===== src/rtl/multiplication_pkg.sv =====
// ============================================================================
// Module  : multiplication_pkg
// Brief   : State encoding and default width shared by the multiply datapath.
// Revision: 1.0 - initial release
// ============================================================================
`default_nettype none

package multiplication_pkg;

  localparam int c_default_width = 32;

  // Encodings match the Division unit so both FSMs decode identically.
  typedef enum logic [1:0] {
    IDLE = 2'd0,
    BUSY = 2'd1,
    DONE = 2'd2
  } state_t;

endpackage

`default_nettype wire


===== src/rtl/multiplication.sv =====
// ============================================================================
// Module  : multiplication
// Brief   : Sequential unsigned shift-and-add multiplier, WIDTH steps per op.
// Revision: 1.0 - initial release
// ============================================================================
`default_nettype none

module multiplication
  import multiplication_pkg::*;
#(
  parameter int WIDTH = c_default_width
) (
  input  logic             clock,
  input  logic             reset,
  input  logic             start,
  input  logic [WIDTH-1:0] a,
  input  logic [WIDTH-1:0] b,
  output logic [WIDTH-1:0] hi,
  output logic [WIDTH-1:0] lo,
  output logic             busy,
  output logic             done
);

  localparam int c_cnt_w = (WIDTH > 1) ? $clog2(WIDTH) : 1;
  localparam logic [c_cnt_w-1:0] c_last = c_cnt_w'(WIDTH - 1);

  state_t             r_state;
  logic [WIDTH:0]     r_acc;
  logic [WIDTH-1:0]   r_mplr;
  logic [WIDTH-1:0]   r_mcand;
  logic [c_cnt_w-1:0] r_cnt;
  logic [WIDTH-1:0]   r_hi;
  logic [WIDTH-1:0]   r_lo;

  logic [WIDTH:0]     w_sum;
  logic [2*WIDTH:0]   w_shift;

  // The extra acc bit keeps the carry of the step add, so all-ones operands do not overflow.
  assign w_sum   = r_acc + {1'b0, (r_mplr[0] ? r_mcand : {WIDTH{1'b0}})};
  assign w_shift = {w_sum, r_mplr} >> 1;

  always_ff @(posedge clock or negedge reset) begin
    if (!reset) begin
      r_state <= IDLE;
      r_acc   <= '0;
      r_mplr  <= '0;
      r_mcand <= '0;
      r_cnt   <= '0;
      r_hi    <= '0;
      r_lo    <= '0;
    end else begin
      case (r_state)
        IDLE: begin
          if (start) begin
            r_mcand <= a;
            r_acc   <= '0;
            r_mplr  <= b;
            r_cnt   <= '0;
            r_state <= BUSY;
          end
        end
        BUSY: begin
          r_acc  <= w_shift[2*WIDTH:WIDTH];
          r_mplr <= w_shift[WIDTH-1:0];
          r_cnt  <= r_cnt + 1'b1;
          if (r_cnt == c_last) begin
            r_hi    <= w_shift[2*WIDTH-1:WIDTH];
            r_lo    <= w_shift[WIDTH-1:0];
            r_state <= DONE;
          end
        end
        DONE: begin
          r_state <= IDLE;
        end
        default: begin
          r_state <= IDLE;
        end
      endcase
    end
  end

  assign hi   = r_hi;
  assign lo   = r_lo;
  assign busy = (r_state == BUSY);
  assign done = (r_state == DONE);

endmodule

`default_nettype wire


===== config.mk =====
export PLATFORM = sky130hd
export DESIGN_NAME = multiplication
export DESIGN_NICKNAME = d
export VERILOG_FILES = /design/src/rtl/multiplication_pkg.sv /design/src/rtl/multiplication.sv
export SDC_FILE = /design/constraint.sdc
export NUM_CORES = 1
export LEC_CHECK = 0
export CORE_MARGIN = 10
export CORE_UTILIZATION = 55
export CTS_CLUSTER_SIZE = 14
export DETAILED_ROUTE_END_ITERATION = 6
export GPL_TIMING_DRIVEN = 0
export PLACE_DENSITY = 0.81
export SLEW_MARGIN = 20
export SYNTH_ARGS = -nofsm -noshare
export SYNTH_HDL_FRONTEND = slang
export SYNTH_SLANG_ARGS = --single-unit

===== constraint.sdc =====
create_clock -name clock -period 6.1 [get_ports clock]
set_input_delay 0.915 -clock clock [delete_from_list [all_inputs] [get_ports clock]]
set_output_delay 0.915 -clock clock [all_outputs]
set_load 0.005 [all_outputs]

==> results of run 1 <==
[area by class of cell]
| cell class | count | area, um2 | area share |
|---|---|---|---|
| plain buffers | 57 | 278 | 0.0252 |
| clock inverters | 12 | 108 | 0.00975 |
| well taps | 216 | 270 | 0.0245 |
| flip-flops and latches | 167 | 4180 | 0.379 |
| repair buffers | 133 | 1350 | 0.123 |
| multi-input cells | 705 | 4330 | 0.392 |
| inverters | 14 | 52.6 | 0.00476 |
| diodes | 1 | 2.50 | 0.000227 |
| clock buffers | 20 | 467 | 0.0423 |
[synthesized netlist by cell type (all sizes together), types with 3 or more instances]
library cell and instances:
and2 34, nor4 4, dfrtp 167, a221oi 5, a211o 4, o211ai 7
a22o 3, a21oi 66, nand2b 4, nand4 10, clkbuf 46, xor2 14
a22oi 31, nor3b 3, o31ai 7, nor3 8, nand3 10, and3 3
inv 13, nor2 23, ha 34, or3 7, nand2 184, o21ai 104
xnor2 10, a31oi 9, a21o 18, a211oi 5, nor2b 34, buf 11
mux2 33
[power by group]
| group | switching (mW) | leakage, nW | internal, mW |
|---|---|---|---|
| logic | 1.47 | 2.54 | 1.25 |
| registers | 0.338 | 2.11 | 1.62 |
| clock network | 0.479 | 0.283 | 0.567 |
[per-stage QoR]
step,worst slack [ns],setup TNS (ns),cell area (um2)
6_report,2.59,0,11000
5_1_grt,2.40,0,11000
4_1_cts,2.63,0,11000
3_5_place_dp,2.60,0,10500
3_3_place_gp,-2.79,-464.00,10400
2_1_floorplan,3.34,0,8840
[state kept, by name, indices dropped and copies added, names as in the netlist]
signal / cells
r_acc: 32
lo: 32
r_mplr: 32
hi: 32
r_cnt: 5
r_state: 2
r_mcand: 32
[path summary, 6_finish.rpt]
path                                             from                      end  cells past startpoint
worst max-delay path            r_mplr[0]$_DFFE_PN0P_       hi[25]$_DFFE_PN0P_                     10
worst min-delay path                            reset  r_mcand[13]$_DFFE_PN0P_                      1
worst max register to register  r_mplr[0]$_DFFE_PN0P_       hi[25]$_DFFE_PN0P_                     10
worst min register to register     lo[14]$_DFFE_PN0P_       lo[14]$_DFFE_PN0P_                      2
max in group asynchronous                       reset       lo[29]$_DFFE_PN0P_                      2
min in group clock                 lo[14]$_DFFE_PN0P_       lo[14]$_DFFE_PN0P_                      2
[per-layer routing]
metal  GRT usage  part of all wire  vias to the layer above  routed length, um
met5           0                 0                        -                  0
met3      0.0808             0.087                       52               2090
li1            -                 -                     3627                  -
met1       0.279              0.43                     3687              10200
met4      0.0871             0.026                        0                631
met2       0.350              0.46                      299              11000
[kinds of logic after synthesis]
group | synth area share
AND/OR/NAND/NOR | 0.182
AO/OA/AOI/OAI | 0.192
flip-flops | 0.473
buffers and inverters | 0.0374
adder cells (fa/ha/maj) | 0.0504
multiplexers | 0.0420
XOR/XNOR | 0.0238
[worst register-to-register path: stages (launching register included)]
cell	delay, ns
dfrtp_1	0.48
clkbuf_1	0.39
nand2_1	0.19
fa_1	0.46
and2b_2	0.24
o2111ai_1	0.18
a21oi_1	0.33
o31ai_1	0.19
o31a_1	0.35
and4_1	0.23
or3_1	0.35
==> summary.txt, run 1 <==
CTS
  • Worst skew pair latency: 0.43 ns
  • CTS tree: done
  • CTS Buf Count: 17
  • CTS Buffer Depth: 2
  • Root Buffer: clkbuf_16
  • Cts repair resizes: 0
  • Setup bufs post-CTS: 0
  • # hold bufs at CTS: 0
  • Clock transition at path regs: 0.07 ns
  • H-tree levels: 4
  • Clock Sinks: 167

Power and ir drop
  • Maximum vdd ir drop: 270 uV
  • Total power draw: 5.72 mW
  • Pwr dens: 518 nW/um2
  • Static leakage: 4.93 nW

Floorplan
  • Core ar.: 15800 um2
  • Die Width: 147 um
  • Die Height: 147 um
  • Core Rows: 46
  • I/O pin cnt: 133
  • Starting Density: 0.558
  • Die area: 21500 um2

STA
  • Final setup vio count: 0
  • Slew HR: 0.540
  • Final Skew: 0.0102 ns
  • Crit path time final: 3.51 ns
  • Max Slew Vio Count: 0
  • Tcrit/Tclk final: 0.575
  • Achievable frequency: 285 MHz
  • RSZ-0062 raised after global routing: false
  • Hold WS: 0.453 ns
  • Hold Vio Cnt, Final: 0
  • Worst Tran Pin Value: 0.690 ns

Yosys
  • Share of flip-flops with an asynchronous set or reset: 1.00
  • Syn Inst Count: 943
  • Unique masters post-synth: 67
  • Synthesized flop and latch total: 167
  • Synth top area cells: dfrtp_1 (47%), nand2_1 (7.8%), o21ai_0 (5.7%)
  • Number of synthesized flops with an enable pin: 0
  • Syn Area/Cell: 9.37 um2
  • Mapped cell area: 8840 um2
  • Yosys top cell area share: 0.473
  • Seq/Total Area, Yosys: 0.473
  • Yosys top cell by area: dfrtp_1
  • Net Count, Synth: 1045
  • Ys flop type: dfrtp_1
  • Syn. warnings: 0

Critical path
  • Peak per-stage delay on the critical path: 0.48 ns
  • CP delay by family, top: compound AO/OA/AOI/OAI gates
  • Critical Path Source Type: register
  • Worst EP arrival: 3.82 ns
  • Buf/Inv on CP: 1
  • CP max-delay cell: dfrtp_1
  • CP Class: register to register
  • Register-to-register setup slack: 2.59 ns
  • Critical path endpoint category: register
  • Critical Path RT: 6.41 ns
  • CP Cell Sequence: clkbuf_1 -> nand2_1 -> fa_1 -> and2b_2 -> o2111ai_1 -> a21oi_1 -> o31ai_1 -> o31a_1 -> and4_1 -> or3_1
  • Crit-path max FO: 10

Finish
  • Most common cell after layout, fill and taps aside: nand2_1
  • Most frequent cells in the layout: nand2_1 (183), dfrtp_1 (167), clkdlybuf4s50_1 (131)
  • Filler cells: 1231
  • Nets: 1197
  • Final std cells w/o fill: 1325
  • Area grow syn2layout: 24.9%
  • Final design utilization: 0.698
  • Layout cells sized above 1: 0.0803

Drt
  • Initial DRT Pass Iterations: 5
  • Vias per cell: 5.78
  • Initial drt markers: 656
  • # DRC: 0
  • Routed len/inst: 18.1 um
  • Via count: 7665
  • Final WL: 24000 um
  • Post-route ant nets: 0

Flow run
  • Max Cap Viol: 0

Global routing
  • GRT Total Usage: 0.225
  • Largest net degree at the start of global routing: 88
  • First-pass GRT wire length: 39900 um
  • Initial antenna violation count: 1
  • Vias in the first global route: 7880
  • Total grt overflow: 0

Placed design
  • Buffers on Ports: 132
  • Hpwl dp: 17400 um
  • Placed cell count: 1292
  • RePlAce Congestion: 0.965

Run status
  • Status: complete, no violations

Hold path
  • Worst min-delay path class: input pin to asynchronous set/reset pin
(Power assumes the default switching activity.)
==> run 2: changes to the inputs <==
- CORE_UTILIZATION: 55 -> 49
- PLACE_DENSITY: 0.81 -> 0.76
- clock period: 6.1 -> 2.97 ns (I/O delays scaled with it)
==> summary.txt, run 2 (synthesized netlist as in run 1, its figures left out) <==
Placed design
  • Hpwl dp: 18100 um (+4.0%)
  • Placed cell count: 1305 (+1.0%)
  • RePlAce Congestion: 0.931 (-3.5%)
  • Buffers on Ports: 132 (unchanged)

Power and ir drop
  • Pwr dens: 1100 nW/um2 (+110%)
  • Sequential power share: 0.318 (-0.024)
  • Comb power frac: 0.497 (+0.022)
  • Clk network pwr share: 0.184 (about the same)
  • Static leakage: 5.06 nW (+2.5%)
  • Switch Pwr: 5.12 mW (+120%)
  • Total power draw: 12.8 mW (+120%)
  • Pint: 7.68 mW (+120%)
  • Sw frac: 0.400 (about the same)
  • Maximum vdd ir drop: 739 uV (+170%)

STA
  • Hold WS: 0.0324 ns (-0.420 ns)
  • Max Slew Vio Count: 0 (unchanged)
  • Slew HR: 0.496 (-0.0442)
  • Achievable frequency: 338 MHz (+18%)
  • Final setup vio count: 0 (unchanged)
  • Worst Tran Pin Value: 0.756 ns (+0.0663 ns)
  • Hold Vio Cnt, Final: 0 (unchanged)
  • Final Skew: 0.0185 ns (+0.00832 ns)
  • Tcrit/Tclk final: 0.997 (+0.422)
  • Crit path time final: 2.96 ns (-0.547 ns)
  • RSZ-0062 raised after global routing: true

Floorplan
  • Core Rows: 49 (+6.5%)
  • Die Height: 154 um (+5.1%)
  • I/O pin cnt: 133 (unchanged)
  • Die area: 23800 um2 (+11%)
  • Core ar.: 17800 um2 (+13%)
  • Starting Density: 0.495 (-0.0630)
  • Die Width: 154 um (+5.1%)

Global routing
  • Total grt overflow: 0 (unchanged)
  • Initial antenna violation count: 1 (unchanged)
  • GRT Total Usage: 0.212 (-0.0127)
  • First-pass GRT wire length: 41500 um (+3.9%)
  • Vias in the first global route: 7908 (+0.36%)
  • Largest net degree at the start of global routing: 93 (+5.7%)

Critical path
  • Critical Path Source Type: register
  • Worst EP arrival: 3.32 ns (-0.50 ns)
  • Crit-path max FO: 6 (-4)
  • Critical Path RT: 3.33 ns (-3.08 ns)
  • Reg2reg end: r_acc[25]$_DFFE_PN0P_
  • CP Class: register to register
  • CP startpoint: r_mplr[0]$_DFFE_PN0P_
  • Register-to-register setup slack: 0.01 ns (-2.58 ns)
  • Reg2reg start: r_mplr[0]$_DFFE_PN0P_
  • Critical Path End: r_acc[25]$_DFFE_PN0P_
  • Critical path endpoint category: register
  • Worst reg-to-reg path cell count: 12 (+2)

Drt
  • Post-route ant nets: 0 (unchanged)
  • Final WL: 25600 um (+6.8%)
  • Vias per cell: 5.67 (-2.0%)
  • Routed len/inst: 18.9 um (+4.6%)
  • # DRC: 0 (unchanged)
  • Via count: 7671 (+0.078%)
  • Initial DRT Pass Iterations: 6 (+1)
  • Initial drt markers: 521 (-21%)

CTS
  • H-tree levels: 4 (unchanged)
  • Root Buffer: clkbuf_16
  • Worst skew pair latency: 0.44 ns (about the same)
  • CTS Buffer Depth: 2 (unchanged)
  • Clock Sinks: 167 (unchanged)
  • # hold bufs at CTS: 0 (unchanged)
  • Clock transition at path regs: 0.07 ns (about the same)
  • CTS tree: done
  • CTS Buf Count: 17 (unchanged)

Hold path
  • Worst min-delay path class: input pin to asynchronous set/reset pin

Finish
  • Layout cells sized above 1: 0.139 (+0.0586)
  • Nets: 1213 (+1.3%)
  • Area grow syn2layout: 31.8%
  • Most frequent cells in the layout: nand2_1 (178), dfrtp_1 (166), clkdlybuf4s50_1 (131)
  • Final std cells w/o fill: 1353 (+2.1%)
  • Most common cell after layout, fill and taps aside: nand2_1

Flow run
  • Max Cap Viol: 0 (unchanged)

Run status
  • Status: complete, no violations
==> run 2: changes by cell type in the layout (fill, tap and decap cells not counted), sizes merged <==
cell	change
buf	+18
clkbuf	-4
clkinvlp	-1
bufinv	+3
clkinv	-1
==> run 2: worst min path at each step <==
stage,start,endpoint,slack (ns),cells past startpoint
after floorplan,reset,hi[0]$_DFFE_PN0P_,0.15,0
after global placement,lo[22]$_DFFE_PN0P_,lo[22]$_DFFE_PN0P_,0.46,2
after detailed placement,lo[15]$_DFFE_PN0P_,lo[15]$_DFFE_PN0P_,0.46,2
after CTS,reset,r_mcand[14]$_DFFE_PN0P_,0.07,1
after global routing,reset,r_mcand[14]$_DFFE_PN0P_,0.08,1
final,reset,r_mcand[14]$_DFFE_PN0P_,0.03,1
==> run 2: power by group through the flow <==
| stage | clock [mW] | sequential [mW] | combinational (mW) |
|---|---|---|---|
| floorplan | 0 | 3.87 | 3.68 |
| global placement | 0 | 4.01 | 5.44 |
| detailed placement | 0 | 4.03 | 5.58 |
| CTS | 2.38 | 4.04 | 6.02 |
| global route | 2.48 | 4.21 | 7.04 |
| finish | 2.36 | 4.08 | 6.37 |
==> run 2: metal layers <==
layer  part of all wire  track usage  wire length, um
met1               0.44        0.266            11200
met2               0.47        0.340            12100
met4              0.014       0.0517              350
met5                  0            0                0
met3              0.078       0.0768             2010
==> run 2: stage by stage <==
step | util | worst slack [ns] | setup TNS (ns) | area [um2]
final | 0.653 | 0.00996 | 0 | 11600
after global routing | 0.653 | -0.103 | -1.09 | 11600
after CTS | 0.639 | -0.0303 | -0.0427 | 11400
after detailed placement | 0.587 | -0.505 | -8.78 | 10500
after global placement | 0.586 | -5.52 | -926.35 | 10400
after floorplan | - | 0.211 | 0 | 8840
==> run 2: what timing repair did <==
action / CTS / global route
pin swaps: 7 / 20
gates cloned: 0 / 0
setup endpoints to repair: 39 / 34
setup buffers: 9 / 7
gates resized for setup: 45 / 38
==> run 2: worst max-delay path, cell delays in order (launching register included) <==
cell	delay (ns)
dfrtp_2	0.46
and2_4	0.18
ha_4	0.13
inv_2	0.04
fa_2	0.38
and2b_2	0.26
o2111ai_4	0.20
a21oi_4	0.25
o31ai_4	0.09
o31a_1	0.30
buf_4	0.15
or4_1	0.39
nand3_1	0.08
==> run 2: final cells by class <==
class / count / area (um2)
timing repair buffer: 149 / 1470
sequential: 167 / 4180
clock inverter: 13 / 190
multi-input combinational: 705 / 4720
inverter: 14 / 52.6
clock buffer: 18 / 429
fill: 1415 / 6190
buffer: 57 / 312
antenna: 1 / 2.50
tap: 229 / 287
==> run 3: changes to the inputs <==
- CTS_CLUSTER_DIAMETER: not set -> 40
- SLEW_MARGIN: 20 -> not set
==> summary.txt, run 3 (synthesized netlist as in run 1, its figures left out) <==
Run status
  • Status: complete, no violations

Global routing
  • First-pass GRT wire length: 40900 um (-1.3%)
  • Total grt overflow: 0 (unchanged)
  • GRT Total Usage: 0.209 (-0.00247)
  • Largest net degree at the start of global routing: 121 (+30%)
  • Vias in the first global route: 7692 (-2.7%)
  • Initial antenna violation count: 1 (unchanged)

STA
  • Tcrit/Tclk final: 0.999 (+0.00208)
  • Crit path time final: 2.97 ns (+0.00618 ns)
  • Max Slew Vio Count: 0 (unchanged)
  • RSZ-0062 raised after global routing: true
  • Hold Vio Cnt, Final: 0 (unchanged)
  • Worst Tran Pin Value: 0.758 ns (+0.00191 ns)
  • Achievable frequency: 337 MHz (-0.21%)
  • Slew HR: 0.495 (-0.00127)
  • Final Skew: 0.0132 ns (-0.00529 ns)
  • Final setup vio count: 0 (unchanged)

Drt
  • Vias per cell: 5.68 (+0.23%)
  • Final WL: 25600 um (about the same)
  • Initial DRT Pass Iterations: 5 (-1)
  • Initial drt markers: 516 (-0.96%)
  • Via count: 7700 (+0.38%)
  • Routed len/inst: 18.9 um (-0.19%)
  • # DRC: 0 (unchanged)
  • Post-route ant nets: 0 (unchanged)

Finish
  • Filler cells: 1419 (+0.28%)
  • Most common cell after layout, fill and taps aside: nand2_1
  • Multi-input logic area: 4710 um2 (-0.26%)
  • Register area: 4180 um2 (unchanged)
  • Area grow syn2layout: 31.6%
  • Final design utilization: 0.652 (-0.000912)
  • Fin area: 11600 um2 (-0.14%)
  • Nets: 1214 (+0.082%)
  • Layout cells sized above 1: 0.137 (-0.00202)
  • Most frequent cells in the layout: nand2_1 (178), dfrtp_1 (166), clkdlybuf4s50_1 (131)

Critical path
  • Reg2reg end: hi[25]$_DFFE_PN0P_
  • Worst reg-to-reg path cell count: 10 (-2)
  • CP Class: register to register
  • Crit-path max FO: 10 (+4)
  • Peak per-stage delay on the critical path: 0.47 ns (about the same)
  • Critical Path Source Type: register
  • CP Cell Sequence: buf_6 -> and2_1 -> ha_4 -> and2_2 -> a221o_2 -> o31ai_4 -> o31a_1 -> buf_4 -> nor4_1 -> or3_1
  • Register-to-register setup slack: 0.004 ns (about the same)
  • Critical path endpoint category: register
  • Reg2reg start: r_mplr[0]$_DFFE_PN0P_
  • CP max-delay cell: dfrtp_2
  • Critical Path RT: 3.29 ns (-0.04 ns)
  • Worst EP arrival: 3.28 ns (-0.04 ns)

Power and ir drop
  • Pwr dens: 1090 nW/um2 (-0.42%)
  • Maximum vdd ir drop: 520 uV (-30%)
  • Comb power frac: 0.500 (+0.003)
  • Pint: 7.48 mW (-2.7%)
  • Static leakage: 5.05 nW (-0.15%)
  • Clk network pwr share: 0.180 (-0.004)
  • Switch Pwr: 5.25 mW (+2.7%)
  • Sw frac: 0.413 (+0.0130)
  • Sequential power share: 0.320 (+0.002)

Placed design
  • Placed cell area: 10500 um2 (unchanged)
  • Buffers on Ports: 132 (unchanged)
  • Hpwl dp: 18000 um (-0.66%)
  • RePlAce Congestion: 0.931 (unchanged)

Floorplan
  • Starting Density: 0.495 (unchanged)
  • I/O pin cnt: 133 (unchanged)
  • Core Rows: 49 (unchanged)
  • Die area: 23800 um2 (unchanged)
  • Die Width: 154 um (unchanged)
  • Die Height: 154 um (unchanged)
  • Core ar.: 17800 um2 (unchanged)

CTS
  • Worst skew pair latency: 0.45 ns (about the same)
  • CTS Buffer Depth: 2 (unchanged)
  • Clock transition at path regs: 0.08 ns (about the same)
  • CTS Buf Count: 17 (unchanged)
  • Root Buffer: clkbuf_16
  • H-tree levels: 4 (unchanged)
  • CTS tree: done
  • Clock Sinks: 167 (unchanged)

Hold path
  • Worst Hold End: lo[2]$_DFFE_PN0P_
  • Hold Crit Start: lo[2]$_DFFE_PN0P_
  • Worst min-delay path class: register to register
  • Worst Hold Depth: 2

Flow run
  • Max Cap Viol: 0 (unchanged)
[run 3: power by group through the flow]
stage | Combinational (mW) | Sequential (mW) | Clock (mW)
2_1_floorplan | 3.68 | 3.87 | 0
3_3_place_gp | 5.44 | 4.01 | 0
3_5_place_dp | 5.57 | 4.04 | 0
4_1_cts | 5.93 | 4.02 | 2.31
5_1_grt | 7.02 | 4.20 | 2.42
6_report | 6.36 | 4.08 | 2.29
[run 3: what timing repair did]
| action | CTS | global route |
|---|---|---|
| hold buffers | 1 | 0 |
| setup buffers | 4 | 12 |
| endpoints found under the setup margin | 38 | 31 |
| gates resized for setup | 42 | 39 |
| pin swaps | 4 | 16 |
| hold endpoints to repair | 47 | 0 |
[run 3: how the worst max path moves through the flow]
stage | cells after the start | startpoint | to | slack [ns]
6_report | 10 | r_mplr[0]$_DFFE_PN0P_ | hi[25]$_DFFE_PN0P_ | 0.004
5_1_grt | 12 | r_mplr[0]$_DFFE_PN0P_ | r_acc[25]$_DFFE_PN0P_ | -0.09
4_1_cts | 11 | r_mplr[0]$_DFFE_PN0P_ | hi[27]$_DFFE_PN0P_ | 0.002
3_5_place_dp | 10 | r_mplr[0]$_DFFE_PN0P_ | hi[25]$_DFFE_PN0P_ | -0.51
3_3_place_gp | 1 | reset | lo[15]$_DFFE_PN0P_ | -5.52
2_1_floorplan | 10 | r_mplr[0]$_DFFE_PN0P_ | hi[25]$_DFFE_PN0P_ | 0.21
[run 3: layer usage]
metal / global-route usage / wire, um / vias to the layer above
li1: - / - / 3665
met1: 0.270 / 11300 / 3783
met2: 0.331 / 12000 / 228
met3: 0.0718 / 2030 / 24
met4: 0.0499 / 315 / 0
met5: 0 / 0 / -
[run 3: layout make-up]
class                   instances  share of cell area
multi-input cells             705               0.405
flip-flops and latches        167               0.359
repair buffers                150               0.128
clock buffers                  17              0.0366
plain buffers                  57              0.0262
well taps                     229              0.0246
clock inverters                15              0.0160
inverters                      14             0.00452
diodes                          1            0.000215
[run 3: metrics by stage]
stage	power [mW]	TNS (ns)	cells	hold slack, ns	setup slack [ns]
finish	12.7	0	1355	0.477	0.00378
global route	13.6	-0.375	1354	0.496	-0.0907
CTS	12.3	0	1342	0.480	0.00212
detailed placement	9.61	-8.26	1305	0.375	-0.507
global placement	9.45	-926.35	1304	0.458	-5.52
floorplan	7.56	0	943	0.150	0.211
[run 3: critical path: cells and delay by family, from the launching register on]
kind                     cells  cell delay [ns]
AO/OA/AOI/OAI                3             0.99
adder cells (fa/ha/maj)      1             0.24
buffers and inverters        2             0.29
flip-flops                   1             0.47
AND/OR/NAND/NOR              4             0.83
